$ cat config.mk
export PLATFORM = sky130hd
export DESIGN_NAME = seq_adder_64
export DESIGN_NICKNAME = d
export VERILOG_FILES = /design/src/rtl/seq_adder_64_pkg.sv /design/src/rtl/fulladder.sv /design/src/rtl/seq_adder_64_adder_chunk.sv /design/src/rtl/seq_adder_64.sv
export SDC_FILE = /design/constraint.sdc
export NUM_CORES = 1
export LEC_CHECK = 0
export CORE_AREA = 2 2 154 156
export DETAILED_ROUTE_END_ITERATION = 8
export DIE_AREA = 0 0 156 158
export PLACE_DENSITY_LB_ADDON = 0.2
export SLEW_MARGIN = 30
export SYNTH_ARGS = -nofsm -noshare
export SYNTH_HDL_FRONTEND = slang
export SYNTH_HIERARCHICAL = 1
export SYNTH_SLANG_ARGS = --single-unit
$ cat constraint.sdc
create_clock -name clk -period 6.8 [get_ports clk]
set_input_delay 1.36 -clock clk [delete_from_list [all_inputs] [get_ports clk]]
set_output_delay 1.36 -clock clk [all_outputs]
set_load 0.01 [all_outputs]
$ cat src/rtl/seq_adder_64_pkg.sv
// Shared definitions for the sequential 64-bit adder: datapath width, FSM states
// and the slice-width legality check.
package seq_adder_64_pkg;

  localparam int WIDTH = 64;

  typedef enum logic [1:0] {
    IDLE = 2'd0,
    ADD  = 2'd1,
    DONE = 2'd2
  } state_e;

  // A slice width is usable only if it tiles the datapath exactly.
  function automatic bit chunk_ok(input int chunk);
    return (chunk > 0) && (chunk <= WIDTH) && ((WIDTH % chunk) == 0);
  endfunction

endpackage

$ cat src/rtl/fulladder.sv
// Single-bit full adder cell shared across the arithmetic path.
module fulladder (
  input  logic a,
  input  logic b,
  input  logic cin,
  output logic s,
  output logic cout
);

  assign s    = a ^ b ^ cin;
  assign cout = (a & b) | (cin & (a ^ b));

endmodule

$ cat src/rtl/seq_adder_64_adder_chunk.sv
// W-bit ripple-carry adder slice built from chained full adder cells.
module adder_chunk #(
  parameter int W = 8
) (
  input  logic [W-1:0] a,
  input  logic [W-1:0] b,
  input  logic         cin,
  output logic [W-1:0] s,
  output logic         cout
);

  logic [W:0] carry_s;

  assign carry_s[0] = cin;

  for (genvar i = 0; i < W; i++) begin : g_fa
    fulladder u_fa (
      .a    (a[i]),
      .b    (b[i]),
      .cin  (carry_s[i]),
      .s    (s[i]),
      .cout (carry_s[i+1])
    );
  end

  assign cout = carry_s[W];

endmodule

$ cat src/rtl/seq_adder_64.sv
// Multi-cycle 64-bit adder: one CHUNK-bit ripple slice per clock with a carry
// register between slices, Y-86 style flags, and valid/ready on both sides.
module seq_adder_64
  import seq_adder_64_pkg::*;
#(
  parameter int CHUNK = 8
) (
  input  logic        clk,
  input  logic        rst_n,
  input  logic        in_valid,
  output logic        in_ready,
  input  logic [63:0] A,
  input  logic [63:0] B,
  output logic        out_valid,
  input  logic        out_ready,
  output logic [63:0] S,
  output logic        cout,
  output logic        zf,
  output logic        sf,
  output logic        of
);

  localparam int NSLICE = WIDTH / CHUNK;
  localparam int IDX_W  = (NSLICE > 1) ? $clog2(NSLICE) : 1;
  localparam logic [IDX_W-1:0] LAST_IDX = IDX_W'(NSLICE - 1);

  if (!chunk_ok(CHUNK)) begin : g_chunk_check
    $error("seq_adder_64: CHUNK must divide 64");
  end

  state_e             state_r, state_next_s;
  logic [WIDTH-1:0]   a_r, b_r, work_r, work_next_s;
  logic               carry_r;
  logic [IDX_W-1:0]   idx_r;
  logic [WIDTH-1:0]   s_r;
  logic               cout_r, zf_r, sf_r, of_r;
  logic [CHUNK-1:0]   slice_a_s, slice_b_s, slice_sum_s;
  logic               slice_cout_s;
  logic               last_s;

  assign slice_a_s = a_r[int'(idx_r)*CHUNK +: CHUNK];
  assign slice_b_s = b_r[int'(idx_r)*CHUNK +: CHUNK];
  assign last_s    = (idx_r == LAST_IDX);

  adder_chunk #(.W(CHUNK)) u_chunk (
    .a    (slice_a_s),
    .b    (slice_b_s),
    .cin  (carry_r),
    .s    (slice_sum_s),
    .cout (slice_cout_s)
  );

  // Working sum with the current slice merged in; on the last slice this is the full result.
  always_comb begin
    work_next_s = work_r;
    work_next_s[int'(idx_r)*CHUNK +: CHUNK] = slice_sum_s;
  end

  // Next-state logic for the IDLE -> ADD -> DONE sequence.
  always_comb begin
    state_next_s = state_r;
    case (state_r)
      IDLE: begin
        if (in_valid) state_next_s = ADD;
        else          state_next_s = IDLE;
      end
      ADD: begin
        if (last_s) state_next_s = DONE;
        else        state_next_s = ADD;
      end
      DONE: begin
        if (out_ready) state_next_s = IDLE;
        else           state_next_s = DONE;
      end
      default: state_next_s = IDLE;
    endcase
  end

  // State register.
  always_ff @(posedge clk or negedge rst_n) begin
    if (!rst_n) state_r <= IDLE;
    else        state_r <= state_next_s;
  end

  // Operand capture, slice accumulation and result/flag registers.
  always_ff @(posedge clk or negedge rst_n) begin
    if (!rst_n) begin
      a_r     <= '0;
      b_r     <= '0;
      work_r  <= '0;
      carry_r <= 1'b0;
      idx_r   <= '0;
      s_r     <= '0;
      cout_r  <= 1'b0;
      zf_r    <= 1'b0;
      sf_r    <= 1'b0;
      of_r    <= 1'b0;
    end else begin
      case (state_r)
        IDLE: begin
          if (in_valid) begin
            a_r     <= A;
            b_r     <= B;
            work_r  <= '0;
            carry_r <= 1'b0;
            idx_r   <= '0;
          end
        end
        ADD: begin
          work_r  <= work_next_s;
          carry_r <= slice_cout_s;
          idx_r   <= idx_r + IDX_W'(1);
          // Results are published only once the final slice lands, never partially.
          if (last_s) begin
            s_r    <= work_next_s;
            cout_r <= slice_cout_s;
            zf_r   <= (work_next_s == '0);
            sf_r   <= work_next_s[WIDTH-1];
            of_r   <= (a_r[WIDTH-1] == b_r[WIDTH-1]) && (work_next_s[WIDTH-1] != a_r[WIDTH-1]);
          end
        end
        DONE: begin
        end
        default: begin
        end
      endcase
    end
  end

  assign in_ready  = (state_r == IDLE);
  assign out_valid = (state_r == DONE);
  assign S         = s_r;
  assign cout      = cout_r;
  assign zf        = zf_r;
  assign sf        = sf_r;
  assign of        = of_r;

endmodule

==> results of run 1 <==
-- routing by layer --
layer,up-vias,wire [microns]
met5,-,0
met4,0,866
met3,62,1760
met2,330,15400
met1,4650,13200
li1,4491,-
-- flip-flops by register name (all words and copies together), names as in the netlist --
signal and flops:
a_r 64, zf 1, state_r 2, b_r 64
idx_r 3, carry_r 1, S 64, cout 1
work_r 64, of 1
-- layout make-up --
type / instances / area [sq um] / area share [%]
clock buffer: 39 / 761 / 5.03
clock inverter: 5 / 27.5 / 0.182
inverter: 6 / 22.5 / 0.149
multi-input combinational: 883 / 5150 / 34.0
sequential: 265 / 6630 / 43.8
tap: 290 / 363 / 2.40
timing repair buffer: 216 / 2180 / 14.4
-- final timing paths --
kind	from	to	slack [ps]	depth (start not counted)
setup reg to reg	idx_r[0]	zf	370	17
max in group asynchronous	rst_n	idx_r[1]	4850	3
hold / removal	a_r[22]	a_r[22]	470	2
hold reg to reg	a_r[22]	a_r[22]	470	2
setup / recovery	idx_r[0]	zf	370	17
min in group asynchronous	rst_n	S[42]	670	1
-- where the power goes --
group          leakage (nW)  total (W)  switching (W)  internal [W]
Clock                 0.387    0.00136       0.000589      0.000766
Combinational          3.26    0.00461        0.00281       0.00180
Sequential             3.44    0.00269       0.000455       0.00224
Total                  7.09    0.00866        0.00386       0.00480
-- through the flow --
stage | instance area (sq um) | setup WS (ps) | cells | total power, W | hold slack [ps]
6_report | 15100 | 370 | 1704 | 0.00866 | 472
5_1_grt | 15100 | 104 | 1704 | 0.00920 | 499
4_1_cts | 15100 | 436 | 1704 | 0.00864 | 473
3_5_place_dp | 14300 | 451 | 1660 | 0.00726 | 458
3_3_place_gp | 14300 | 660 | 1658 | 0.00714 | 452
2_1_floorplan | 12200 | 776 | 1242 | 0.00562 | 440
-- cell usage in the layout, fill, tap and decap left out, types with 4 or more instances in the layout --
master / count
clkbuf_16: 27
or4_1: 5
a22o_1: 58
dfrtp_1: 263
o21ai_1: 4
mux4_2: 32
nor3_1: 11
and2_1: 11
mux2i_1: 46
fa_1: 8
nor4_1: 9
a21oi_1: 20
buf_4: 12
nand3_1: 14
clkbuf_1: 8
nor2b_1: 8
a31oi_1: 12
clkdlybuf4s50_1: 200
nand2_1: 504
clkinv_2: 4
nor2_1: 32
inv_1: 5
o21ai_0: 62
ha_1: 5
clkbuf_8: 4
nor3b_1: 6
a32o_1: 5
-- cell families after synthesis --
logic type      count (synthesis)  synth area share (%)
compound gates                171                  9.48
fa+ha+maj                      13                  1.83
buf+inv                        94                  3.22
flops                         265                  54.6
mux                            79                  9.81
simple gates                  620                  21.1
-- worst max-delay path, cell delays in order (launching register included) --
cell and delay [ps]:
dfrtp_2 740, mux4_2 600, nand2_1 80, nand2_1 90
fa_1 410, fa_1 400, fa_1 400, fa_1 420
fa_1 400, fa_1 400, fa_1 390, fa_1 510
buf_4 220, nor2_1 230, a31oi_1 120, a2111oi_0 510
nand4_1 180, o41ai_2 220
==> qor.csv, run 1 <==
stage;metric;value;unit
worst_hold_path;worst hold-check path type;flop to flop;
cells_and_area;fin util;65.7;%
cts;hold buffer count at CTS;0;
grt;total gr overflow;0;
cts;clock sinks;265;
synthesis;Seq/Total Area, Yosys;54.6;%
timing;Slew HR;35.8;%
cells_and_area;ratio of cells with drive above 1 in the final layout;6.65;%
grt;GRT met1 Usage;34.5;%
cts;CTS root buf;clkbuf_16;
critical_path;Startpoint Class;flop;
synthesis;Synth top cells by count;nand2_1, dfrtp_1, clkbuf_1, o21ai_0, a22o_1;
cells_and_area;Area growth syn-to-layout;24.6;%
synthesis;Mapped Area;12200;sq um
routing;DR DRC count;0;
critical_path;worst-path maximum fanout;18;
timing;pins over their slew limit;0;
synthesis;syn_nets;1387;
critical_path;worst endpoint data arrival time;6870;ps
synthesis;Seq cells post-synth;265;
run_status;status;finished, final reports clean;
synthesis;warning count from the yosys run;6;
timing;Worst-Margin Slew;962;ps
timing;f_max;156;MHz
synthesis;Unique masters post-synth;50;
grt;first-pass GRT wire length;50200;microns
cts;Worst-Skew Late Latency;540;ps
cts;clk buf depth;3;
synthesis;Yosys top cell area share;54.6;%
synthesis;ys async rst share;100;%
synthesis;top_reg_cell synth;dfrtp_1;
timing;clock skew;17.8;ps
critical_path;CP Capture Type;flop;
cells_and_area;fillers;1829;
placed_design;DP HPWL;21800;microns
timing;Final setup violation count;0;
cells_and_area;Final #Nets;1543;
timing;minimum clock period;6430;ps
timing;Fin. Hold Viols;0;
floorplan;die area;24600;sq um
cts;CTS tree;yes;
cts;CTS clk-pin slew, worst paths;70;ps
routing;DR iter-0 viols;707;
grt;antenna violations before repair;0;
grt;met2 track demand over resource;43.8;%
grt;GR peak layer;met2;
run;max cap viols;0;
timing;Final TNS setup;0;ps
floorplan;Die Span Y;158;microns
power_and_ir_drop;maximum vdd drop;436;uV
synthesis;Mean Syn Cell Area;9.78;sq um
grt;GRT Util Overall;25.8;%
cts;Num CTS Buffers;26;
grt;number of global-route vias before repair;9627;
placed_design;Final GP Congestion;0.913;
power_and_ir_drop;power per cell area;572;nW/um^2
routing;drt pass-1 iters;5;
routing;Post-DRT Antenna Nets;0;
synthesis;Cells after Synth;1242;
floorplan;io pins;202;
routing;DR vias/cell;5.59;
grt;largest net degree at the start of global routing;116;
routing;wire length per cell;18.3;microns
synthesis;Post-synth EDFFs;0;
floorplan;chip width;156;microns
cts;Setup Fix Bufs, Post-CTS;0;
synthesis;top cells by area, synth;dfrtp_1, nand2_1, mux4_2;
cts;cts repair resizes;0;
critical_path;critical path class;flop to flop;
routing;via count;9533;
power_and_ir_drop;P_leak;7.09;nW
critical_path;Req. time, crit path;7240;ps
timing;RSZ-0062 raised after global routing;no;
synthesis;count leader, synth;nand2_1;
floorplan;core area;23100;sq um
timing;final critical-path share of the clock period;94.6;%
placed_design;PortBufs;201;
synthesis;Synth area leader;dfrtp_1;
floorplan;row cnt;56;
routing;routed wire length;31200;microns
floorplan;Initial Util;52.7;%
cells_and_area;n_diodes;0;
grt;routing usage on met3;3.56;%
cts;htree depth;1;
No activity file was read; power rests on OpenSTA's default activity.
==> run 2: changes to the inputs <==
--- a/config.mk
+++ b/config.mk
@@ -10,5 +10,5 @@
 export DIE_AREA = 0 0 156 158
 export PLACE_DENSITY_LB_ADDON = 0.2
-export SLEW_MARGIN = 30
+export SLEW_MARGIN = 20
 export SYNTH_ARGS = -nofsm -noshare
 export SYNTH_HDL_FRONTEND = slang
==> constraint.sdc (replaced) <==
create_clock -name clk -period 6.44 [get_ports clk]
set_input_delay 0.966 -clock clk [delete_from_list [all_inputs] [get_ports clk]]
set_output_delay 0.966 -clock clk [all_outputs]
set_load 0.01 [all_outputs]
==> qor.csv, run 2 (synthesis gave the netlist of run 1 again) <==
stage;metric;value;unit
run_status;status;finished, final reports clean;
routing;DR DRC count;0;
placed_design;DP HPWL;21400;microns
critical_path;Startpoint Class;flop;
cells_and_area;Final #Nets;1545;
cts;clock sinks;265;
timing;Final TNS setup;0;ps
placed_design;Final GP Congestion;0.909;
grt;largest net degree at the start of global routing;147;
timing;f_max;167;MHz
timing;pins over their slew limit;0;
cells_and_area;ratio of cells with drive above 1 in the final layout;7.13;%
timing;final critical-path share of the clock period;92.8;%
cells_and_area;commonest non-fill, non-tap cell in the layout;nand2_1;
cts;Worst-Skew Late Latency;520;ps
timing;Slew HR;31.4;%
power_and_ir_drop;Internal;0.00523;W
power_and_ir_drop;Clk pwr share;17.1;%
cts;clk buf depth;3;
floorplan;Die Span Y;158;microns
cells_and_area;most frequent cells in the layout;nand2_1, dfrtp_1, clkdlybuf4s50_1, o21ai_0, a22o_1;
routing;DR iter-0 viols;877;
cts;CTS tree;yes;
power_and_ir_drop;sequential power share;30.3;%
floorplan;row cnt;56;
routing;DR vias/cell;5.62;
cts;hold buffer count at CTS;0;
grt;total gr overflow;0;
floorplan;chip width;156;microns
placed_design;PortBufs;201;
critical_path;Req. time, crit path;6860;ps
routing;drt pass-1 iters;5;
cts;CTS clk-pin slew, worst paths;60;ps
grt;GRT Util Overall;25.4;%
cts;htree depth;1;
run;max cap viols;0;
critical_path;worst endpoint data arrival time;6390;ps
worst_hold_path;worst hold-check path type;primary input to async pin;
critical_path;worst-path maximum fanout;19;
power_and_ir_drop;sw frac;43.9;%
power_and_ir_drop;Comb pwr share;52.5;%
cts;Num CTS Buffers;27;
power_and_ir_drop;maximum vdd drop;691;uV
grt;number of global-route vias before repair;9593;
critical_path;critical path class;flop to flop;
routing;routed wire length;30900;microns
timing;Setup WS post-layout;464;ps
critical_path;CP Capture Type;flop;
cells_and_area;n_diodes;0;
power_and_ir_drop;P_leak;7.14;nW
power_and_ir_drop;Sw Pwr;0.00408;W
timing;Worst-Margin Slew;1030;ps
grt;first-pass GRT wire length;49500;microns
floorplan;io pins;202;
timing;RSZ-0062 raised after global routing;no;
floorplan;die area;24600;sq um
routing;Post-DRT Antenna Nets;0;
placed_design;Setup WS pre-CTS;413;ps
routing;wire length per cell;18.1;microns
timing;clock skew;12.2;ps
floorplan;core area;23100;sq um
floorplan;Initial Util;52.7;%
timing;Final setup violation count;0;
cts;CTS root buf;clkbuf_16;
cells_and_area;Area growth syn-to-layout;25.4;%
routing;via count;9594;
grt;antenna violations before repair;1;
timing;minimum clock period;5980;ps
power_and_ir_drop;power per cell area;611;nW/um^2
timing;Fin. Hold Viols;0;
run 2: cell count changes in the layout (fill, tap and decap cells not counted):
| cell | change |
|---|---|
| buf_12 | -1 |
| buf_16 | -1 |
| buf_4 | +2 |
| buf_6 | +1 |
| bufinv_16 | +3 |
| clkbuf_1 | -4 |
| clkbuf_8 | +3 |
| dfrtp_2 | -1 |
| dfrtp_4 | +1 |
run 2: final timing paths:
path,depth (start not counted),to,start,slack (ps)
setup / recovery,17,zf,idx_r[0],460
hold / removal,1,work_r[59],rst_n,360
setup reg to reg,17,zf,idx_r[0],460
hold reg to reg,2,a_r[45],a_r[45],470
max in group asynchronous,2,a_r[63],rst_n,4830
min in group clk,2,a_r[45],a_r[45],470
run 2: cell type report:
| class | count | area (sq um) |
|---|---|---|
| fillers | 1841 | 7820 |
| flip-flops and latches | 265 | 6640 |
| multi-input cells | 883 | 5150 |
| repair buffers | 217 | 2160 |
| clock buffers | 38 | 787 |
| well taps | 290 | 363 |
| clock inverters | 8 | 118 |
| inverters | 6 | 22.5 |
run 2: power by group through the flow:
| stage | combinational (W) | sequential (W) | clock, W |
|---|---|---|---|
| global route | 0.00527 | 0.00291 | 0.00168 |
| CTS | 0.00483 | 0.00282 | 0.00161 |
| global placement | 0.00471 | 0.00282 | 0 |
| floorplan | 0.00318 | 0.00275 | 0 |
| detailed placement | 0.00481 | 0.00285 | 0 |
| finish | 0.00489 | 0.00283 | 0.00159 |
run 2: timing repair:
item	in CTS	in global routing
setup buffers	0	0
setup endpoints to repair	0	1
resized for setup	0	2
run 2: metrics by stage:
step / hold WS (ps) / util, % / cells / area, sq um / power [W]
global placement: 453 / 62.0 / 1660 / 14300 / 0.00753
floorplan: 440 / - / 1242 / 12200 / 0.00593
CTS: 472 / 65.9 / 1706 / 15200 / 0.00927
finish: 364 / 66.1 / 1707 / 15200 / 0.00932
global route: 373 / 66.1 / 1707 / 15200 / 0.00986
detailed placement: 457 / 62.0 / 1660 / 14300 / 0.00765
run 2: worst max-delay path, stage by stage (launching register included):
cell	delay (ps)
dfrtp_4	580
mux4_2	530
nand2_1	80
nand2_1	80
fa_1	440
fa_1	390
fa_1	400
fa_1	420
fa_1	400
fa_1	400
fa_1	400
fa_1	520
nor2b_1	210
o21ai_0	160
mux2i_1	90
a2111oi_0	380
nand4_1	160
o41ai_2	220
run 2: per-layer routing:
layer | global-route usage (%) | vias to the layer above | routed length (microns)
li1 | - | 4512 | -
met1 | 34.6 | 4678 | 13400
met3 | 2.93 | 77 | 1610
met4 | 8.26 | 0 | 1010
met5 | 0 | - | 0
met2 | 43.0 | 327 | 14900
